--- src/rtl/regfile_exec_pkg.sv ---
// Shared types and default widths for the regfile execute sequencer.
// Op/shift encodings match the command-port bit patterns.
package regfile_exec_pkg;
  localparam int DW_DEF = 16;
  localparam int AW_DEF = 3;

  typedef enum logic [1:0] {OP_ADD = 2'b00, OP_CMP = 2'b01, OP_AND = 2'b10, OP_MVN = 2'b11} op_e;
  typedef enum logic [1:0] {SH_NONE = 2'b00, SH_LSL = 2'b01, SH_LSR = 2'b10, SH_ASR = 2'b11} shift_e;
  typedef enum logic [2:0] {S_IDLE, S_READ_A, S_READ_B, S_EXEC, S_WB} state_e;
endpackage

--- src/rtl/shift_alu.sv ---
// Combinational barrel-of-one shifter on B feeding a 4-op ALU with {N,V,Z} flags.
// Latency: none (pure combinational); no handshake.
module shift_alu
  import regfile_exec_pkg::*;
#(
  parameter int DW = DW_DEF
) (
  input  logic [DW-1:0] i_a,
  input  logic [DW-1:0] i_b,
  input  op_e           i_op,
  input  shift_e        i_shift,
  output logic [DW-1:0] o_result,
  output logic          o_n,
  output logic          o_v,
  output logic          o_z
);
  logic [DW-1:0] w_sb;
  logic [DW-1:0] w_res;
  logic          w_v;

  always_comb begin
    w_sb = i_b;
    case (i_shift)
      SH_LSL:  w_sb = {i_b[DW-2:0], 1'b0};
      SH_LSR:  w_sb = {1'b0, i_b[DW-1:1]};
      SH_ASR:  w_sb = {i_b[DW-1], i_b[DW-1:1]};
      default: w_sb = i_b;
    endcase
  end

  always_comb begin
    w_res = '0;
    w_v   = 1'b0;
    case (i_op)
      OP_ADD: begin
        w_res = i_a + w_sb;
        w_v   = (i_a[DW-1] == w_sb[DW-1]) && (w_res[DW-1] != i_a[DW-1]);
      end
      // CMP is a subtract whose result is kept only for the flags
      OP_CMP: begin
        w_res = i_a - w_sb;
        w_v   = (i_a[DW-1] != w_sb[DW-1]) && (w_res[DW-1] != i_a[DW-1]);
      end
      OP_AND:  w_res = i_a & w_sb;
      default: w_res = ~w_sb;
    endcase
  end

  assign o_result = w_res;
  assign o_n      = w_res[DW-1];
  assign o_v      = w_v;
  assign o_z      = (w_res == '0);
endmodule

--- src/rtl/regfile_exec_seq.sv ---
// Multi-cycle execute sequencer: read Rn, read Rm, execute, write back Rd; one command at a time.
// Start accepted at edge k -> regfile written at edge k+4 -> done pulses the following cycle.
module regfile_exec_seq
  import regfile_exec_pkg::*;
#(
  parameter int DW = DW_DEF,
  parameter int AW = AW_DEF
) (
  input  logic          i_clk,
  input  logic          i_reset,
  input  logic          i_start,
  input  logic [1:0]    i_op,
  input  logic [1:0]    i_shift,
  input  logic [AW-1:0] i_rd,
  input  logic [AW-1:0] i_rn,
  input  logic [AW-1:0] i_rm,
  output logic          o_busy,
  output logic          o_done,
  output logic [2:0]    o_status,
  output logic [AW-1:0] o_rf_readnum,
  input  logic [DW-1:0] i_rf_data_out,
  output logic [AW-1:0] o_rf_writenum,
  output logic          o_rf_write,
  output logic [DW-1:0] o_rf_data_in
);
  state_e        r_state, w_next;
  op_e           r_op;
  shift_e        r_shift;
  logic [AW-1:0] r_rd, r_rn, r_rm;
  logic [DW-1:0] r_a, r_b, r_c;
  logic [2:0]    r_status;
  logic          r_done;

  logic [DW-1:0] w_res;
  logic          w_n, w_v, w_z;

  shift_alu #(.DW(DW)) u_alu (
    .i_a      (r_a),
    .i_b      (r_b),
    .i_op     (r_op),
    .i_shift  (r_shift),
    .o_result (w_res),
    .o_n      (w_n),
    .o_v      (w_v),
    .o_z      (w_z)
  );

  always_ff @(posedge i_clk or posedge i_reset) begin
    if (i_reset) r_state <= S_IDLE;
    else         r_state <= w_next;
  end

  always_comb begin
    w_next       = r_state;
    o_busy       = 1'b1;
    o_rf_write   = 1'b0;
    o_rf_readnum = r_rn;
    case (r_state)
      S_IDLE: begin
        o_busy = 1'b0;
        if (i_start) w_next = S_READ_A;
      end
      S_READ_A: w_next = S_READ_B;
      S_READ_B: begin
        o_rf_readnum = r_rm;
        w_next       = S_EXEC;
      end
      S_EXEC: w_next = S_WB;
      S_WB: begin
        o_rf_write = (r_op != OP_CMP);
        w_next     = S_IDLE;
      end
      default: w_next = S_IDLE;
    endcase
  end

  always_ff @(posedge i_clk or posedge i_reset) begin
    if (i_reset) begin
      r_op     <= OP_ADD;
      r_shift  <= SH_NONE;
      r_rd     <= '0;
      r_rn     <= '0;
      r_rm     <= '0;
      r_a      <= '0;
      r_b      <= '0;
      r_c      <= '0;
      r_status <= '0;
      r_done   <= 1'b0;
    end else begin
      r_done <= (r_state == S_WB);
      case (r_state)
        S_IDLE: begin
          if (i_start) begin
            r_op    <= op_e'(i_op);
            r_shift <= shift_e'(i_shift);
            r_rd    <= i_rd;
            r_rn    <= i_rn;
            r_rm    <= i_rm;
          end
        end
        S_READ_A: r_a <= i_rf_data_out;
        S_READ_B: r_b <= i_rf_data_out;
        S_EXEC: begin
          r_c      <= w_res;
          r_status <= {w_n, w_v, w_z};
        end
        default: ;
      endcase
    end
  end

  assign o_done        = r_done;
  assign o_status      = r_status;
  assign o_rf_writenum = r_rd;
  assign o_rf_data_in  = r_c;
endmodule

--- config.mk ---
export PLATFORM = sky130hd
export DESIGN_NAME = regfile_exec_seq
export DESIGN_NICKNAME = d
export VERILOG_FILES = /design/src/rtl/regfile_exec_pkg.sv /design/src/rtl/shift_alu.sv /design/src/rtl/regfile_exec_seq.sv
export SDC_FILE = /design/constraint.sdc
export NUM_CORES = 1
export LEC_CHECK = 0
export CORE_MARGIN = 2
export CORE_UTILIZATION = 60
export CTS_CLUSTER_DIAMETER = 100
export CTS_CLUSTER_SIZE = 25
export DETAILED_ROUTE_END_ITERATION = 7
export GPL_TIMING_DRIVEN = 0
export PLACE_DENSITY = 0.81
export SLEW_MARGIN = 20
export SYNTH_ARGS = -nofsm -noshare
export SYNTH_HDL_FRONTEND = slang
export SYNTH_SLANG_ARGS = --single-unit
export TNS_END_PERCENT = 100
--- constraint.sdc ---
create_clock -name i_clk -period 5.83 [get_ports i_clk]
set_input_delay 1.166 -clock i_clk [delete_from_list [all_inputs] [get_ports i_clk]]
set_output_delay 1.166 -clock i_clk [all_outputs]
set_load 0.02 [all_outputs]
# == Yosys cells after proc, flatten, opt, wreduce, memory -nomap -nowiden ==
# Cells that the tools add are included.
# word_totals
output_inout_bits,28
regBits,68
# op_classes
addsub,2
n_eq_ne,15
reduce_logical,6
bitwise,2
mux,8
# ops
op,count
$pmux W16 S3,2
$add A16 B16 Y16,1
$and A16 B16 Y16,1
$logic_not A16 Y1,1
$not A16 Y16,1
$sub A16 B16 Y16,1
$pmux W3 S4,1
$eq A2 B2 Y1 const B,3
$eq A3 B2 Y1 const B,2
$mux W3,2
$eq A2 B1 Y1 const B,2
$eq A3 B1 Y1 const B,1
$eq A3 B3 Y1 const B,1
$logic_not A3 Y1,1
$ne A1 B1 Y1,3
$logic_and A1 B1 Y1,2
$logic_not A2 Y1,1
$mux W1,2
$ne A2 B1 Y1 const B,1
$ne A2 B2 Y1 const B,1
$pmux W1 S2,1
$reduce_and A2 Y1,1
$eq A1 B1 Y1,1

# == Logic depth before layout (Yosys ltp) ==
# depth
depth_word,6
ltp_mapped,16

# == By module ==
# From an unflattened synthesis, not the netlist that was laid out.
# unflattened
cells_unflattened,506
hier_area_um2,5049.8
# modules_own_cells
module,cells_each,n_inst,seq_area_each_um2,area_per_inst_um2
regfile_exec_seq,158,1,1701.6,2691.3
shift_alu,348,1,0.0,2358.5

# == Worst setup path before layout ==
# OpenSTA, ideal clock, no wires.
# synth_path
path_kind,reg-to-reg
from,register r_shift[1]
to,"register r_c[15], in the netlist o_rf_data_in[15]"
path_stages_with_launch,16
path_buffers,2
arrival_ps,3161
required_time_ps,5705
setup_ps,125
slack_ps,2544
cell_sequence,dfrtp_1 clkbuf_1 clkbuf_1 nor2_1 a21oi_1 inv_1 ha_1 a211o_1 a2111oi_4 nor3_1 a21oi_2 o21ai_0 o22a_1 xnor2_1 o21ai_0 mux2_2
# synth_between
elab_chain_cells,4
word_cells_on_any_way,9
# synth_lines
element,line,text
start: declaration,regfile_exec_seq.sv:28,shift_e r_shift;
start signal: assignment,regfile_exec_seq.sv:95,r_shift <= shift_e'(i_shift);
$eq A2 B2 Y1 / $eq A2 B1 Y1 (equally long branches),shift_alu.sv:23,case (i_shift)
$pmux W16 S3 *,shift_alu.sv:23,
"$sub A16 B16 Y16, or another cell as far along",shift_alu.sv:41,w_res = i_a - w_sb;
$pmux W16 S3 *,shift_alu.sv:34,case (i_op)
end signal: assignment,regfile_exec_seq.sv:104,r_c <= w_res;
end: declaration,regfile_exec_seq.sv:30,"logic [DW-1:0] r_a, r_b, r_c;"
# Every way passes the cells marked *; elsewhere a longest branch is shown, timed or not.
# A chain may end at the register's enable or synchronous reset.

# == Worst setup path in the final report ==
# Same ends and word-level chain as after synthesis.

==> results.json <==
{
  "path_buf_inv": 3,
  "clock_skew_ps": 13.4,
  "worst_pin_slew_ps": 662,
  "die_area_sq_um": 8990,
  "cp_num_cells": 14,
  "post_cts_buffers": 0,
  "ys_ff_latch": 67,
  "clock_latency_ps": 350,
  "core_sq_um": 8090,
  "synthesis.nets": 594,
  "postCtsHoldBufs": 0,
  "fin_crit_ps": 4100,
  "clockBufferDepth": 2,
  "tns_ps": 0,
  "antenna_left": 0,
  "reg2reg_depth": 14,
  "r2r-end": "o_rf_data_in[15]",
  "drtIter0Drc": 317,
  "synth_area_leaders": "dfrtp_1 (34%), mux2_2 (12%), ha_1 (9.6%)",
  "yosys.area_share.xor_xnor": 0.0301,
  "htreeDepth": 3,
  "first_pass_iters": 5,
  "mappedNetlistArea_sq_um": 4950,
  "maxSlewViolCount": 0,
  "syn2layout_area_growth_pct": 18.9,
  "crit_chain": "clkbuf_1, clkbuf_1, nand2_1, o21ai_0, ha_1, inv_1, o211ai_1, a2111oi_2, o21ai_0, and3_1, o22a_1, xnor2_1, o21ai_0, mux2_2",
  "synthSimpleGateAreaFrac": 0.133,
  "r2r-start": "r_shift[1]",
  "worstSetupEndpointType": "flop",
  "cp-startpoint": "r_shift[1]",
  "grtUsageTotal": 0.290,
  "worstPathArrival_ps": 4350,
  "num_rows": 33,
  "hp-class": "flop to flop",
  "rsz0062_at_grt": "false",
  "synth-adder-area-share": 0.104,
  "final_cell_mix": "dfrtp_1 (67), clkdlybuf4s50_1 (59), nand2_1 (56)",
  "cap_violations": 0,
  "endpoint": "o_rf_data_in[15]",
  "cts_made_buffers": 9,
  "finalHoldViolations": 0,
  "hold_depth": 2,
  "setup-violations-final": 0,
  "die_h_um": 94.8,
  "yosys.area.top_type": "dfrtp_1",
  "yosysUniqueCellTypes": 60,
  "drive_gt1_frac": 0.151,
  "path_common_cell": "o21ai_0",
  "ios": 60,
  "cts_root_buf": "clkbuf_8",
  "drc": 0,
  "num_vias": 4247,
  "outcome": "completed",
  "slowest_delay_ps": 540,
  "synth_compound_area_frac": 0.170,
  "synth_top_area_share": 0.339,
  "path_clk_slew_ps": 90,
  "cts_tree": "done",
  "worstPathMaxFanout": 10,
  "final_common_cell": "dfrtp_1",
  "synth.area.mux_share": 0.173,
  "initial_core_util": 0.612,
  "fin_nets": 665,
  "fmax_mhz": 244,
  "async_flop_share": 1.00,
  "netlist_instances": 522,
  "hp-start": "o_status[1]",
  "ys_warn_count": 0,
  "seq_area_frac_synth": 0.339,
  "place_congestion": 0.919,
  "critical-path-slowest-cell": "a2111oi_2",
  "routed_wl_um": 12100,
  "grt_max_degree": 44,
  "start_kind": "flop",
  "r2r_slack_ps": 1730,
  "critPathTopFamily": "compound AO/OA/AOI/OAI gates",
  "synth_top_family_by_area": "multiplexers",
  "diodes": 0,
  "worst-setup-path-type": "flop to flop",
  "avgSynthCellArea_sq_um": 9.48,
  "antenna_found_initial": 0,
  "grt_pass1_vias": 4157,
  "die_w_um": 94.8,
  "synth_edf_count": 0,
  "required_ps": 6070,
  "min_period_over_period": 0.704,
  "port_buffers": 59,
  "fillCellCount": 671,
  "cts_resized": 0,
  "wl_per_cell_um": 17.3,
  "relSlewSlack": 0.559,
  "grt_pass1_wl_um": 20000,
  "synthFlopType": "dfrtp_1",
  "dp_hpwl_um": 9390,
  "vias_per_cell": 6.04,
  "cts_sinks": 67,
  "grt_overflow": 0
}
==> registers in the layout (all words and copies together), names as in the netlist <==
name and count:
o_rf_data_in 16, r_a 16, r_b 16, o_rf_writenum 3
r_rm 3, r_rn 3, r_state 3, o_status 2
r_op 2, r_shift 2, o_done 1
==> how the worst min path moves through the flow <==
stage,endpoint,slack [ps]
after floorplan,r_rm[0],470
after global placement,o_rf_data_in[5],460
after detailed placement,o_status[1],470
after CTS,o_status[1],490
after global routing,o_rf_data_in[3],510
final,o_status[1],480
==> kinds of logic after synthesis <==
family / after synthesis
AOI/OAI and AO/OA: 122
xor gates and xnor gates: 17
adders and majority gates: 40
buffers and inverters: 60
DFF: 67
muxes: 74
and+or+nand+nor: 142
==> cell usage after synthesis (3+ instances only) <==
library cell and instances:
a211o_1 3, o211ai_1 8, a31oi_1 4, o21ai_0 32
mux2i_1 19, nand2_1 56, and2_1 3, or3_1 3
nand4_1 3, a2111o_1 3, o21bai_1 3, buf_1 5
clkbuf_1 12, a221oi_1 3, a211oi_1 4, xnor2_1 12
and3_1 5, nor3_1 11, ha_1 38, o31ai_1 4
inv_1 35, mux4_2 4, a21oi_1 25, nor2_1 33
nand3_1 6, a21o_1 5, nor4_1 4, xor2_1 5
mux2_2 51, nand2b_1 8, nor3b_1 3, dfrtp_1 67
buf_2 3, o21a_1 4
==> per-stage QoR <==
| stage | cells | hold slack, ps | cell area (sq um) | util | setup WS (ps) |
|---|---|---|---|---|---|
| after floorplan | 522 | 475 | 4950 | - | 2540 |
| after global placement | 686 | 460 | 5670 | 0.701 | 1920 |
| after detailed placement | 687 | 470 | 5700 | 0.704 | 1860 |
| after CTS | 703 | 487 | 5880 | 0.727 | 1800 |
| after global routing | 703 | 511 | 5880 | 0.727 | 1390 |
| final | 703 | 481 | 5880 | 0.727 | 1730 |
==> final cells by class <==
cell class	count	area [sq um]	area share
buffer	24	116	0.0198
clock buffer	10	138	0.0234
clock inverter	6	46.3	0.00787
inverter	36	138	0.0234
multi-input combinational	395	3030	0.515
sequential	67	1680	0.285
tap	105	131	0.0223
timing repair buffer	60	611	0.104
==> layer usage <==
metal	routed length, um	vias up	GRT usage
li1	-	2011	-
met1	5460	2047	0.398
met3	827	27	0.0479
met2	5570	162	0.468
met5	0	-	0
met4	267	0	0.0930
==> worst reg2reg max path, stage by stage (launching register included) <==
cell	delay, ps
dfrtp_1	420
clkbuf_1	340
clkbuf_1	390
nand2_1	110
o21ai_0	180
ha_1	380
inv_1	140
o211ai_1	180
a2111oi_2	540
o21ai_0	220
and3_1	180
o22a_1	220
xnor2_1	200
o21ai_0	180
mux2_2	310
Power is not shown: default switching activity piles up to over one toggle a cycle in this logic, so the estimate is an artifact.
